### src/rtl/alu_pkg.sv
// Shared definitions for the pipelined integer ALU: opcode width and opcode encodings.
// SLT/SLTU encodings are reserved here even when the comparator is compiled out.
package alu_pkg;

  localparam int OP_W = 4;

  // ADD..AND keep the legacy encodings; SUB..SLTU are appended.
  localparam logic [OP_W-1:0] ALU_ADD  = 4'd0;
  localparam logic [OP_W-1:0] ALU_SLL  = 4'd1;
  localparam logic [OP_W-1:0] ALU_SRL  = 4'd2;
  localparam logic [OP_W-1:0] ALU_XOR  = 4'd3;
  localparam logic [OP_W-1:0] ALU_OR   = 4'd4;
  localparam logic [OP_W-1:0] ALU_AND  = 4'd5;
  localparam logic [OP_W-1:0] ALU_SUB  = 4'd6;
  localparam logic [OP_W-1:0] ALU_SRA  = 4'd7;
  localparam logic [OP_W-1:0] ALU_SLT  = 4'd8;
  localparam logic [OP_W-1:0] ALU_SLTU = 4'd9;

endpackage

### src/rtl/alu_core.sv
// Combinational ALU datapath: (op, arg1, arg2) -> result, modulo 2^XLEN.
// Define ALU_CMP_EN to build SLT/SLTU; otherwise opcodes 8/9 yield 0 like any undefined opcode.
module alu_core
  import alu_pkg::*;
#(
  parameter int XLEN = 32
) (
  input  logic [OP_W-1:0] op,
  input  logic [XLEN-1:0] arg1,
  input  logic [XLEN-1:0] arg2,
  output logic [XLEN-1:0] result
);

  localparam int SH_W = $clog2(XLEN);

  logic [SH_W-1:0] shamt;
  assign shamt = arg2[SH_W-1:0];

  always_comb begin
    // NOTE: default assigned first so every path drives result; no latch is inferred.
    result = '0;
    case (op)
      ALU_ADD:  result = arg1 + arg2;
      ALU_SUB:  result = arg1 - arg2;
      ALU_SLL:  result = arg1 << shamt;
      ALU_SRL:  result = arg1 >> shamt;
      ALU_SRA:  result = $signed(arg1) >>> shamt;
      ALU_XOR:  result = arg1 ^ arg2;
      ALU_OR:   result = arg1 | arg2;
      ALU_AND:  result = arg1 & arg2;
`ifdef ALU_CMP_EN
      ALU_SLT:  result = {{(XLEN-1){1'b0}}, ($signed(arg1) < $signed(arg2))};
      ALU_SLTU: result = {{(XLEN-1){1'b0}}, (arg1 < arg2)};
`endif
      default:  result = '0;
    endcase
  end

endmodule

### src/rtl/alu_pipe.sv
// Pipelined ALU functional unit: valid/ready issue, DEPTH register stages, collapsing bubbles,
// back-pressure from out_ready and single-cycle flush. Optional compare ops via ALU_CMP_EN.
module alu_pipe
  import alu_pkg::*;
#(
  parameter int XLEN  = 32,
  parameter int DEPTH = 2,
  parameter int TAG_W = 6
) (
  input  logic             clk,
  input  logic             rst,
  input  logic             in_valid,
  output logic             in_ready,
  input  logic [OP_W-1:0]  in_op,
  input  logic [XLEN-1:0]  in_arg1,
  input  logic [XLEN-1:0]  in_arg2,
  input  logic [TAG_W-1:0] in_tag,
  input  logic             flush,
  output logic             out_valid,
  input  logic             out_ready,
  output logic [XLEN-1:0]  out_result,
  output logic [TAG_W-1:0] out_tag
);

  // Pipe entry; widths follow this instance's parameters, which a package cannot carry.
  typedef struct packed {
    logic             valid;
    logic [XLEN-1:0]  result;
    logic [TAG_W-1:0] tag;
  } entry_t;

  entry_t           stage [DEPTH];
  entry_t           feed  [DEPTH];
  logic [DEPTH-1:0] load;
  logic [XLEN-1:0]  core_result;

  alu_core #(.XLEN(XLEN)) u_core (
    .op     (in_op),
    .arg1   (in_arg1),
    .arg2   (in_arg2),
    .result (core_result)
  );

  // Stage k may load when any stage from k to the end has a hole, or the last stage drains.
  // This is the unrolled form of "k empty, or k advances", with no combinational chain.
  always_comb begin
    load = '0;
    for (int k = 0; k < DEPTH; k++) begin
      load[k] = out_ready;
      for (int j = k; j < DEPTH; j++) begin
        if (!stage[j].valid) load[k] = 1'b1;
      end
    end
  end

  always_comb begin
    feed[0] = '{valid: in_valid, result: core_result, tag: in_tag};
    for (int k = 1; k < DEPTH; k++) feed[k] = stage[k-1];
  end

  always_ff @(posedge clk) begin
    if (rst) begin
      // NOTE: payload is cleared along with valid because out_result/out_tag must read 0 after reset.
      for (int k = 0; k < DEPTH; k++) stage[k] <= '0;
    end else begin
      for (int k = 0; k < DEPTH; k++) begin
        if (load[k]) stage[k] <= feed[k];
      end
      // Flush only kills valid bits; an op presented this cycle is therefore never accepted.
      if (flush) begin
        for (int k = 0; k < DEPTH; k++) stage[k].valid <= 1'b0;
      end
    end
  end

  assign in_ready   = load[0];
  assign out_valid  = stage[DEPTH-1].valid;
  assign out_result = stage[DEPTH-1].result;
  assign out_tag    = stage[DEPTH-1].tag;

endmodule

### config.mk
export PLATFORM = sky130hd
export DESIGN_NAME = alu_pipe
export DESIGN_NICKNAME = d
export VERILOG_FILES = /design/src/rtl/alu_pkg.sv /design/src/rtl/alu_core.sv /design/src/rtl/alu_pipe.sv
export SDC_FILE = /design/constraint.sdc
export NUM_CORES = 1
export LEC_CHECK = 0
export ABC_CLOCK_PERIOD_IN_PS = 4800
export BUFFER_PORTS_ARGS = -buffer_cell sky130_fd_sc_hd__buf_2
export CAP_MARGIN = 30
export CORE_UTILIZATION = 33
export DETAILED_ROUTE_END_ITERATION = 8
export GPL_TIMING_DRIVEN = 0
export PLACE_DENSITY = 0.61
export SYNTH_ARGS = -nofsm -noshare
export SYNTH_HDL_FRONTEND = slang
export SYNTH_SLANG_ARGS = --single-unit
### constraint.sdc
create_clock -name clk -period 4.8 [get_ports clk]
set_input_delay 0.24 -clock clk [delete_from_list [all_inputs] [get_ports clk]]
set_output_delay 0.24 -clock clk [all_outputs]
set_load 0.005 [all_outputs]
# Word level (Yosys, flattened, before mapping)
# Memory sizes are Yosys's and may differ from the RTL's.
# Cells that the tools add are included.
# totals
reg_bits	0
word_cells	40
inputBits	79
ramBits	78
memories	1
mem_bits_ro	0
latch_bits	0
output_inout_bits	40
# memory_table
memory	depth	width	rd	rd_clocked_by_memory_dff	write_ports	line	source
stage	2	39	2	0	2	alu_pipe.sv:32	entry_t stage [DEPTH];
# classes
n_shift	3
n_eq_ne	7
div_mod_pow	0
n_bitwise	7
muxes	19
mul	0
addsub	2
order_cmp	0
n_reduce_logical	1
# op_table
op	n
$pmux W32 S8	1
$mux W39	2
$add A32 B32 Y32	1
$and A32 B32 Y32	1
$or A32 B32 Y32	1
$shl A32 B5 Y32	1
$shr A32 B5 Y32	1
$sshr A32 B5 Y32	1
$sub A32 B32 Y32	1
$xor A32 B32 Y32	1
$eq A4 B3 Y1 const B	4
$mux W1	16
$eq A4 B2 Y1 const B	2
$eq A4 B1 Y1 const B	1
$logic_not A4 Y1	1
$or A1 B1 Y1	4

# Depth between registers and ports, before layout
# Gate-level depths: netlist of the first run.
# An unclocked memory read counts as a cell.
# depth
depth_word	8
depth_mapped	20
depth_no_buf	17

# Modules after synthesis
# Synthesis of the first run repeated with hierarchy kept, for this count alone.
# hier_totals
cells_unflattened	1381
area_unflattened_um2	11634.9
# by_module_without_submodules
module	area_each_um2	cells_each	n_inst	seq_area_each_um2
alu_core	8485.6	1201	1	0.0
alu_pipe	3149.3	180	1	2322.2

# Worst setup path before layout of the first run
# Ideal clock, no wire load.
# synth_timing
path_kind	input-to-reg
startpoint	input port in_arg2[0]
endpoint	memory stage[0][37] (netlist name) (data pin)
slack_ns	0.566
path_buffers	3
setup_ns	0.263
required_time_ns	4.537
cell_stages	20
arrival_ns	3.971
cell_sequence	inv_1 > clkbuf_1 > buf_1 > ha_1 > nand3_1 > nor4_1 > nand4_1 > nand2b_1 > o21ai_0 > xnor2_1 > ha_1 > clkbuf_1 > a21oi_1 > nor2b_1 > o21ai_0 > o21ai_0 > or3b_1 > o221ai_1 > xnor2_1 > o22ai_1
# synth_rtl
item	line	source
from (decl)	alu_pipe.sv:16	input logic [XLEN-1:0] in_arg2,
to (decl)	alu_pipe.sv:32	

==> results by group, run 1 <==
Clock tree
  – Clock Path Buffers: 2
  – CTS clk-pin slew, worst paths: ~0.06 ns
  – Clock Root Buffer: clkbuf_16
  – Setup bufs post-CTS: 0
  – Worst skew pair latency: ~0.33 ns
  – CTS tree: yes
  – CTS buffer count: 9
  – H-Tree Depth: 3
  – CTS Hold Buffers Added: 0
  – Clock sinks: 78

Power and ir drop
  – Leak pwr: ~5.3 nW
  – P per Cell Area: approximately 220 nW/um^2
  – Comb pwr share: between 40% and 50%
  – Switching Share: 38.5%
  – Maximum VDD drop: 0.181 mV
  – Cell internal pwr: about 1.6 mW
  – Net Switching: just over 1 mW
  – Total power: ~2.7 mW
  – Sequential Power Share: 29.2%
  – Clock Power Share: between 20% and 30%

Setup path
  – CP startpoint kind: primary input
  – Bufs and invs on worst path: 4
  – Crit path arrival time: approximately 4.8 ns
  – CP Data Required Time: about 4.8 ns
  – Critical path cell sequence: buf_2 -> buf_2 -> clkbuf_1 -> clkbuf_2 -> xnor2_1 -> ha_1 -> o21a_1 -> o31a_1 -> o31a_1 -> a311oi_1 -> o21ai_0 -> o211ai_1 -> o21ai_0 -> nor2_1 -> o22ai_1
  – Reg2reg setup slack: approximately 2.1 ns
  – Kind of critical path: primary input to flip-flop
  – Crit-path slowest cell: clkbuf_1
  – Biggest cell delay along the critical path: 0.67 ns
  – Critical Path Fanout Max: 10
  – Endpoint class of the critical path: flip-flop
  – Delay-heaviest family, CP: compound AO/OA/AOI/OAI gates

Run
  – Max Cap Viol: 0

Floorplan
  – Ports: around 120
  – Die width: approximately 180 um
  – Die height: 182 um
  – Core ar.: about 32,000 um^2
  – Full die area: ~33,000 um^2
  – Initial Util: approximately a third
  – Rows: 65

STA
  – Final setup violation count: 0
  – Final hold violations: 0
  – Max Clk Rate: between 200 and 250 MHz
  – Period utilization: about 100%
  – Clk_skew: approximately 0.0048 ns
  – Max Transition Viols Final: 0
  – Worst-margin pin slew: between 0.9 and 1 ns
  – Slew headroom: about 36%
  – Minimum clock period: 4.72 ns

Cells and area
  – Antenna diodes: 0
  – Final net count: 1,616
  – Most common cell after layout, fill and taps aside: nor2_1
  – Max reg flops: just under 80
  – Layout cell share with drive strength beyond 1: ~18%
  – # fillers: between 3,000 and 4,000
  – Final Core Density: 38.6%
  – Top flop regs: stage: 78 flops
  – Most frequent cells in the layout: nor2_1, buf_2, nand2_1
  – P&R area growth vs syn: 14.3%
  – Largest register by flop count: stage

Logic synthesis
  – Post-Syn Instances: about 1,300
  – Syn_area_per_cell: 8.20 um^2
  – Dominant synthesized flop cell: edfxtp_1
  – Yosys reg bits: 78
  – Syn_nets: ~1,500
  – Post-synth ARST share: 0%
  – Synth warn: 0
  – Distinct cells, synth: between 80 and 90
  – Post-synth EDFFs: between 70 and 80
  – Sequential area share after synthesis: around 22%
  – Mapped Area: about 11,000 um^2

Route
  – Remaining DRCs: 0
  – Total Wirelength: 52.9 mm
  – WL/cell: between 20 and 30 um
  – Vias after detailed routing: approximately 12,000
  – Drt pass-1 iters: 6
  – Antenna Nets Post-Route: 0
  – DRT iter0 DRCs: 1,328
  – Vias per cell: 6.25

Global routing
  – First-pass GRT wire length: 76.7 mm
  – Vias in the first global route: 10,900
  – Initial antenna violation count: 0
  – Overflow after GRT: 0
  – GR Util All Layers: 31.8%
  – Largest net degree at the start of global routing: 39

Placed design
  – Final Wtd Congestion: 1.04
  – Post-detail-place hpwl: between 40 and 50 mm
  – Port bufs: between 100 and 150

Status
  – Status: completed

Hold path
  – Hold Path Class: primary input to flip-flop
[repair_timing]
action	4_1_cts	5_1_grt
pin swaps	0	1
cloned	0	0
resized for setup	9	16
endpoints found under the setup margin	15	8
[layer usage]
metal	vias up	part of all wire, %	track usage, %
met1	5531	41	41.2
met3	145	10	7.04
met5	-	0	0
met2	751	43	50.5
met4	0	5.5	14.0
li1	5108	-	-
[stage by stage]
step / worst slack (ns) / setup TNS [ns] / instance area [um^2] / hold slack [ns] / cells
2_1_floorplan: 0.566 / 0 / 10700 / 0.317 / 1307
3_3_place_gp: -1.16 / -12.91 / 11800 / 0.426 / 1825
3_5_place_dp: -1.15 / -11.97 / 11900 / 0.427 / 1832
4_1_cts: 0.00417 / 0 / 12200 / 0.0721 / 1847
5_1_grt: -0.00393 / -0.00393 / 12200 / 0.0860 / 1846
6_report: 0.0770 / 0 / 12200 / 0.0864 / 1846
[cell usage after synthesis, types with 5 or more instances]
master,number,share of area (%)
nand2_1,109,3.8
a211o_1,8,0.65
o22ai_1,15,0.88
mux4_2,29,6.1
buf_1,9,0.32
o211ai_1,22,1.5
o31ai_1,6,0.42
a211oi_1,27,1.9
o21ai_0,93,4.3
o221ai_1,5,0.41
clkbuf_1,50,1.8
ha_1,97,11
mux2i_1,51,4.8
a31oi_1,22,1.3
a221oi_1,28,2.3
nor2_1,143,5.0
xnor2_1,46,3.8
inv_1,66,2.3
nand3_1,20,0.93
a41oi_1,5,0.41
and2_1,49,2.9
nor2b_1,6,0.35
o21a_1,10,0.70
nand2b_1,14,0.82
edfxtp_1,76,21
or3_1,10,0.58
buf_2,20,0.93
nand4_1,7,0.41
a22oi_1,11,0.77
nor3_1,27,1.3
xor2_1,6,0.49
mux2_2,13,1.4
a21oi_1,102,4.8
a21o_1,23,1.6
[path summary, 6_finish.rpt]
| path | from | to | cells after the start |
|---|---|---|---|
| worst max-delay path | in_arg2[2] | stage[0][35] | 15 |
| worst max register to register | stage[0][77] | stage[0][12] | 6 |
| worst min-delay path | flush | stage[0][38] | 2 |
| worst min register to register | stage[0][2] | stage[0][41] | 1 |
[layout make-up]
cell class / instances / area [um^2] / share of cell area (%)
clock inverter: 7 / 88.8 / 0.725
tap: 402 / 503 / 4.11
inverter: 69 / 262 / 2.14
buffer: 90 / 465 / 3.80
multi-input combinational: 1067 / 7720 / 63.1
sequential: 78 / 2320 / 19.0
timing repair buffer: 124 / 654 / 5.34
clock buffer: 9 / 225 / 1.84
[power by group through the flow]
stage | logic, mW | registers, mW | clock network, mW
after floorplan | 0.706 | 0.794 | 0
after detailed placement | 1.13 | 0.794 | 0
after CTS | 1.14 | 0.779 | 0.721
after global placement | 1.13 | 0.793 | 0
final | 1.18 | 0.779 | 0.703
after global routing | 1.25 | 0.781 | 0.752
[kinds of logic (layout without fill, tap and decap cells)]
logic type | count (synthesis) | in the layout | synth area share (%)
AOI/OAI and AO/OA | 417 | 417 | 25.9
DFF | 78 | 78 | 21.7
and+or+nand+nor | 407 | 407 | 17.8
adders and majority gates | 98 | 98 | 11.5
muxes | 93 | 93 | 12.2
xor gates and xnor gates | 52 | 52 | 4.25
buffers and inverters | 162 | 299 | 6.72
Note: power is estimated with default switching activity, not from simulation.
==> inputs of run 2 (changes only) <==
--- a/config.mk
+++ b/config.mk
@@ -5,10 +5,12 @@
 export SDC_FILE = /design/constraint.sdc
 export NUM_CORES = 1
 export LEC_CHECK = 0
+export ABC_AREA = 1
 export ABC_CLOCK_PERIOD_IN_PS = 4800
 export BUFFER_PORTS_ARGS = -buffer_cell sky130_fd_sc_hd__buf_2
 export CAP_MARGIN = 30
 export CORE_UTILIZATION = 33
+export CTS_CLUSTER_SIZE = 24
 export DETAILED_ROUTE_END_ITERATION = 8
 export GPL_TIMING_DRIVEN = 0
 export PLACE_DENSITY = 0.61
==> results by group, run 2 <==
Logic synthesis
  – Synth warn: 0 (unchanged)
  – Mapped Area: 11,500 um^2 (+7.5%)
  – Syn_area_per_cell: 5.81 um^2 (-29%)
  – Yosys top cell area share: 20.8% (-0.50 points)
  – Post-synth ARST share: 0% (unchanged)
  – Post-synth EDFFs: 76 (unchanged)
  – Dominant synthesized flop cell: edfxtp_1
  – Yosys reg bits: 78 (unchanged)
  – Cell taking the most area after synthesis: nand2_1
  – Most frequent cell after synthesis: nand2_1
  – Sequential area share after synthesis: 20.2% (-1.5 points)
  – Largest cells by area after synthesis: nand2_1, edfxtp_1, nand3_1, ha_1, inv_1
  – Distinct cells, synth: 45 (-45%)
  – Syn_nets: 2,157 (+45%)
  – Post-Syn Instances: 1,980 (+51%)
  – Top post-synthesis cells by count: nand2_1, nand3_1, inv_1

Setup path
  – Crit-path slowest cell: a21oi_1
  – Bufs and invs on worst path: 6 (+2)
  – CP Data Required Time: 4.88 ns (+0.04 ns)
  – Critical Path Fanout Max: 11 (+1)
  – CP startpoint kind: primary input
  – Endpoint class of the critical path: flip-flop
  – Critical path cell sequence: buf_2 -> buf_2 -> inv_2 -> buf_2 -> clkbuf_4 -> ha_1 -> inv_1 -> nor2_1 -> nand3_1 -> o21ai_2 -> o21ai_0 -> xor2_1 -> ha_1 -> nand2_1 -> nor2_1 -> nand2_1 -> nor2_1 -> nand2_1 -> nand3_1 -> nand3_1 -> a21oi_1
  – FF-to-FF path depth: 7 (+1)
  – Delay-heaviest family, CP: simple AND/OR/NAND/NOR gates
  – Kind of critical path: primary input to flip-flop
  – Crit path arrival time: 4.59 ns (-0.18 ns)
  – Biggest cell delay along the critical path: 0.43 ns (-0.24 ns)
  – WP depth: 21 (+6)

STA
  – Worst-margin pin slew: 1.07 ns (+0.111 ns)
  – Max Clk Rate: 222 MHz (+4.8%)
  – Max Transition Viols Final: 0 (unchanged)
  – Final hold violations: 0 (unchanged)
  – Setup TNS: 0 ns (unchanged)
  – Slack of the critical path: 0.292 ns (+0.215 ns)
  – Minimum clock period: 4.51 ns (-0.215 ns)
  – Worst Hold Margin: 0.151 ns (+0.0642 ns)
  – RSZ-0062 raised after global routing: no
  – Clk_skew: 0.00553 ns (+0.000769 ns)
  – Final setup violation count: 0 (unchanged)
  – Period utilization: 93.9% (-4.5 points)
  – Slew headroom: 28.6% (-7.4 points)

Clock tree
  – Clock sinks: 78 (unchanged)
  – CTS buffer count: 9 (unchanged)
  – Post_cts resized: 0 (-9)
  – Worst skew pair latency: 0.33 ns (about the same)
  – Setup bufs post-CTS: 0 (unchanged)
  – CTS Hold Buffers Added: 0 (unchanged)
  – CTS clk-pin slew, worst paths: 0.06 ns (about the same)
  – CTS tree: yes
  – H-Tree Depth: 3 (unchanged)
  – Clock Root Buffer: clkbuf_16
  – Clock Path Buffers: 2 (unchanged)

Power and ir drop
  – P per Cell Area: 203 nW/um^2 (-6.9%)
  – Leak pwr: 6.90 nW (+31%)
  – Maximum VDD drop: 0.189 mV (+4.7%)

Global routing
  – Largest net degree at the start of global routing: 39 (unchanged)
  – First-pass GRT wire length: 82.8 mm (+8.0%)
  – Overflow after GRT: 0 (unchanged)
  – GR Util All Layers: 31.5% (-0.24 points)
  – Initial antenna violation count: 0 (unchanged)
  – Vias in the first global route: 13,000 (+19%)

Cells and area
  – P&R area growth vs syn: 13.0%
  – Antenna diodes: 0 (unchanged)
  – Most frequent cells in the layout: nand2_1, nand3_1, inv_1
  – Final instance area: 13,000 um^2 (+6.3%)
  – Final net count: 2,287 (+42%)
  – Most common cell after layout, fill and taps aside: nand2_1
  – Top flop regs: stage: 78 flops
  – Max reg flops: 78 (unchanged)
  – # fillers: 3,883 (+18%)
  – Largest register by flop count: stage
  – Layout cell share with drive strength beyond 1: 9.79% (-7.9 points)

Route
  – Vias per cell: 5.51 (-12%)
  – Remaining DRCs: 0 (unchanged)
  – Antenna Nets Post-Route: 0 (unchanged)
  – Vias after detailed routing: 14,200 (+23%)
  – Drt pass-1 iters: 8 (+2)
  – Total Wirelength: 56.8 mm (+7.3%)
  – DRT iter0 DRCs: 1,746 (+31%)
  – WL/cell: 22.1 um (-23%)

Floorplan
  – Core ar.: 34,500 um^2 (+8.6%)
  – Full die area: 35,600 um^2 (+7.4%)
  – Initial Util: 33.4% (-0.37 points)
  – Ports: 119 (unchanged)
  – Die width: 189 um (+3.6%)
  – Rows: 68 (+4.6%)
  – Die height: 189 um (+3.6%)

Status
  – Status: completed

Hold path
  – Worst hold stages: 3 (+1)
  – Hold Path Class: primary input to flip-flop

Run
  – Max Cap Viol: 0 (unchanged)

Placed design
  – Port bufs: 118 (+1.7%)
  – Placed cell areas: 12,700 um^2 (+7.0%)
  – Post-detail-place hpwl: 47.3 mm (+9.4%)
  – Setup slack at placement: 0.0492 ns (+1.20 ns)
  – Final Wtd Congestion: 1.06 (+1.5%)
run 2: cell count changes in the layout (fill, tap and decap cells not counted), moves of 29 or more:
cell     change
xnor2_1     -44
and2_1      -40
mux4_2      -29
a21oi_1     -29
nand2_1    +528
o21ai_0     -34
nand3_1    +304
mux2i_1     -51
inv_1      +180
nor2_1      +65
run 2: final timing paths:
path,to,startpoint,slack (ns)
setup / recovery,stage[0][36],in_arg2[1],0.29
hold / removal,stage[0][38],in_valid,0.15
setup reg to reg,stage[0][25],stage[0][77],2.66
hold reg to reg,stage[0][77],stage[0][38],0.46
run 2: layout make-up:
type,instances,area (um^2),share of cell area (%)
Multi-Input combinational cell,1563,7860,60.4
Timing Repair Buffer,119,611,4.69
Clock inverter,6,76.3,0.587
Buffer,79,368,2.83
Clock buffer,10,229,1.76
Tap cell,455,569,4.37
Sequential cell,78,2320,17.8
Inverter,260,978,7.52
run 2: per-layer routing:
metal	routed length, um	up-vias	share of wire (%)	global-route usage (%)
met5	0	-	0	0
met4	2630	0	4.6	13.3
met3	5250	142	9.3	3.41
met2	23600	862	42	48.1
met1	25300	6473	44	44.8
li1	-	6690	-	-
run 2: worst min-delay path: stages:
cell and delay (ns):
buf_2 0.10, inv_1 0.04, a21oi_1 0.06
run 2: cell families (layout without fill, tap and decap cells):
kind of cell               count (synthesis)  in the layout  share of synthesized area, %
buffers and inverters                    339            474                          11.7
xor gates and xnor gates                  31             31                          2.36
adders and majority gates                 98             98                          10.7
AOI/OAI and AO/OA                        182            182                          8.82
DFF                                       78             78                          20.2
and+or+nand+nor                         1252           1252                          46.3
run 2: stage by stage:
step                      utilization (%)  std cells  total power [mW]
after floorplan                         -       1980              1.50
after CTS                            37.7       2570              2.62
final                                37.8       2570              2.64
after detailed placement             36.9       2554              1.93
after global placement               36.8       2553              1.92
after global routing                 37.8       2570              2.78
run 2: power breakdown:
part | switching, mW | leakage [nW] | internal, mW | total, mW
logic | 0.828 | 5.82 | 0.329 | 1.16
registers | 0.00936 | 0.932 | 0.787 | 0.796
clock network | 0.234 | 0.149 | 0.448 | 0.682
==> inputs of run 3 (changes only) <==
--- a/config.mk
+++ b/config.mk
@@ -7,13 +7,14 @@
 export LEC_CHECK = 0
 export ABC_AREA = 1
 export ABC_CLOCK_PERIOD_IN_PS = 4800
-export BUFFER_PORTS_ARGS = -buffer_cell sky130_fd_sc_hd__buf_2
 export CAP_MARGIN = 30
 export CORE_UTILIZATION = 33
 export CTS_CLUSTER_SIZE = 24
 export DETAILED_ROUTE_END_ITERATION = 8
+export DONT_BUFFER_PORTS = 1
 export GPL_TIMING_DRIVEN = 0
-export PLACE_DENSITY = 0.61
+export PLACE_DENSITY = 0.58
+export RECOVER_POWER = 25
 export SYNTH_ARGS = -nofsm -noshare
 export SYNTH_HDL_FRONTEND = slang
 export SYNTH_SLANG_ARGS = --single-unit
==> results by group, run 3 (synthesis results as in run 2) <==
Floorplan
  – Core ar.: 34,500 um^2 (unchanged)
  – Full die area: 35,600 um^2 (unchanged)
  – Die width: 189 um (unchanged)
  – Rows: 68 (unchanged)
  – Initial Util: 33.4% (unchanged)
  – Die height: 189 um (unchanged)
  – Ports: 119 (unchanged)

STA
  – Worst-margin pin slew: 2.04 ns (+0.965 ns)
  – RSZ-0062 raised after global routing: no
  – Setup TNS: 0 ns (unchanged)
  – Max Transition Viols Final: 39 (+39)
  – Max Clk Rate: 216 MHz (-2.4%)
  – Period utilization: 96.3% (+2.3 points)
  – Minimum clock period: 4.62 ns (+0.112 ns)
  – Slew headroom: -35.8% (-64 points)
  – Clk_skew: 0.00632 ns (+0.000787 ns)
  – Final hold violations: 0 (unchanged)
  – Final setup violation count: 0 (unchanged)

Cells and area
  – Largest register by flop count: stage
  – Max reg flops: 78 (unchanged)
  – Multi-input combinational cell area: 7850 um^2 (about the same)
  – Final instance area: 12,400 um^2 (-4.8%)
  – Final net count: 2,170 (-5.1%)
  – Most common cell after layout, fill and taps aside: nand2_1
  – # fillers: 3,880 (-0.077%)
  – Layout cell share with drive strength beyond 1: 4.45% (-5.3 points)
  – Top flop regs: stage: 78 flops
  – Most frequent cells in the layout: nand2_1, nand3_1, inv_1
  – P&R area growth vs syn: 7.63%
  – Antenna diodes: 0 (unchanged)
  – FF+latch area: 2320 um^2 (unchanged)

Setup path
  – FF-to-FF Start: stage[0][77]
  – Worst Setup SP: in_arg2[1]
  – CP startpoint kind: primary input
  – Critical path cell sequence: buf_2 -> inv_2 -> buf_2 -> buf_2 -> ha_1 -> inv_1 -> nor2_1 -> nand3_1 -> o21ai_2 -> o21ai_1 -> xor2_1 -> ha_1 -> a21oi_1 -> nand2_1 -> a21oi_1 -> nor2_1 -> nor2_1 -> nand2_1 -> nand2_1 -> nand3_1 -> a21oi_1
  – Kind of critical path: primary input to flip-flop
  – Endpoint class of the critical path: flip-flop
  – Delay-heaviest family, CP: compound AO/OA/AOI/OAI gates
  – CP Data Required Time: 4.87 ns (about the same)
  – Critical Path Fanout Max: 11 (unchanged)
  – Reg2reg setup slack: 2.49 ns (-0.17 ns)
  – Crit-path slowest cell: buf_2
  – Bufs and invs on worst path: 5 (-1)
  – Biggest cell delay along the critical path: 0.47 ns (+0.04 ns)
  – Crit path arrival time: 4.69 ns (+0.10 ns)

Route
  – Antenna Nets Post-Route: 0 (unchanged)
  – Total Wirelength: 57.5 mm (+1.4%)
  – Remaining DRCs: 0 (unchanged)
  – Vias after detailed routing: 13,600 (-4.0%)
  – WL/cell: 23.5 um (+6.2%)
  – DRT iter0 DRCs: 1,621 (-7.2%)
  – Vias per cell: 5.55 (+0.62%)
  – Drt pass-1 iters: 8 (unchanged)

Power and ir drop
  – Clock Power Share: 25.1% (-0.8 points)
  – Total power: 2.48 mW (-5.9%)
  – Net Switching: 1.00 mW (-6.5%)
  – Comb pwr share: 42.5% (-1.4 points)
  – Switching Share: 40.4% (-0.27 points)
  – Maximum VDD drop: 0.250 mV (+32%)
  – P per Cell Area: 200 nW/um^2 (-1.2%)
  – Sequential Power Share: 32.3% (+2.1 points)
  – Leak pwr: 6.37 nW (-7.7%)
  – Cell internal pwr: 1.48 mW (-5.5%)

Clock tree
  – Clock sinks: 78 (unchanged)
  – CTS tree: yes
  – CTS clk-pin slew, worst paths: 0.05 ns (about the same)
  – Clock Path Buffers: 2 (unchanged)
  – H-Tree Depth: 3 (unchanged)
  – Post_cts resized: 0 (unchanged)
  – Worst skew pair latency: 0.32 ns (about the same)
  – CTS buffer count: 9 (unchanged)
  – Clock Root Buffer: clkbuf_16
  – Setup bufs post-CTS: 0 (unchanged)
  – CTS Hold Buffers Added: 0 (unchanged)

Placed design
  – Placed cell areas: 12,100 um^2 (-4.7%)
  – Port bufs: 0 (-100%)
  – Post-detail-place hpwl: 48.0 mm (+1.5%)
  – Final Wtd Congestion: 1.03 (-2.7%)

Hold path
  – Hold_sp: in_valid
  – Hold Path Class: primary input to flip-flop

Global routing
  – Largest net degree at the start of global routing: 39 (unchanged)
  – Overflow after GRT: 0 (unchanged)
  – GR Util All Layers: 32.3% (+0.73 points)
  – First-pass GRT wire length: 84.5 mm (+2.1%)
  – Initial antenna violation count: 0 (unchanged)
  – Vias in the first global route: 12,900 (-0.82%)

Run
  – Max Cap Viol: 1 (+1)

Status
  – Failing checks: capacitance limit, slew limit
  – Status: finished with violations
-- run 3: worst reg2reg max path, cell delays in order (launching register included) --
cell and delay [ns]:
dfxtp_1 0.34, nand3_2 0.08, clkbuf_1 1.44
-- run 3: layout make-up --
| cell class | instances | area share [%] |
|---|---|---|
| Timing Repair Buffer | 2 | 0.151 |
| Buffer | 79 | 2.95 |
| Clock buffer | 15 | 2.24 |
| Multi-Input combinational cell | 1563 | 63.4 |
| Tap cell | 455 | 4.60 |
| Clock inverter | 1 | 0.0404 |
| Sequential cell | 78 | 18.7 |
| Inverter | 260 | 7.90 |
-- run 3: path summary, 6_finish.rpt --
path                                     end  depth (start not counted)
worst max-delay path            stage[0][33]                         21
worst min-delay path            stage[0][38]                          2
worst max register to register  stage[0][57]                          2
worst min register to register  stage[0][77]                          2
-- run 3: power by group through the flow --
stage                     logic [mW]  clock network (mW)  registers, mW
after floorplan                0.685                   0          0.811
after global placement          1.02                   0          0.815
after detailed placement        1.02                   0          0.816
after CTS                       1.02               0.632          0.802
after global routing            1.16               0.655          0.806
final                           1.06               0.624          0.801
-- run 3: routing by layer --
layer,track usage [%],share of wire (%),vias up
met5,0,0,-
met4,13.2,4.8,0
met3,6.39,10,128
met1,43.9,43,6264
li1,-,-,6447
met2,49.5,42,767
-- run 3: per-stage QoR --
stage          instances  util [%]  worst slack (ns)  hold WS [ns]
3_5_place_dp        2436      35.1            0.0700         0.386
3_3_place_gp        2435      35.1            0.0309         0.376
5_1_grt             2453      36.0            0.0104        0.0620
2_1_floorplan       1980         -              1.56         0.370
6_report            2453      36.0             0.180        0.0457
4_1_cts             2452      36.0             0.391        0.0393
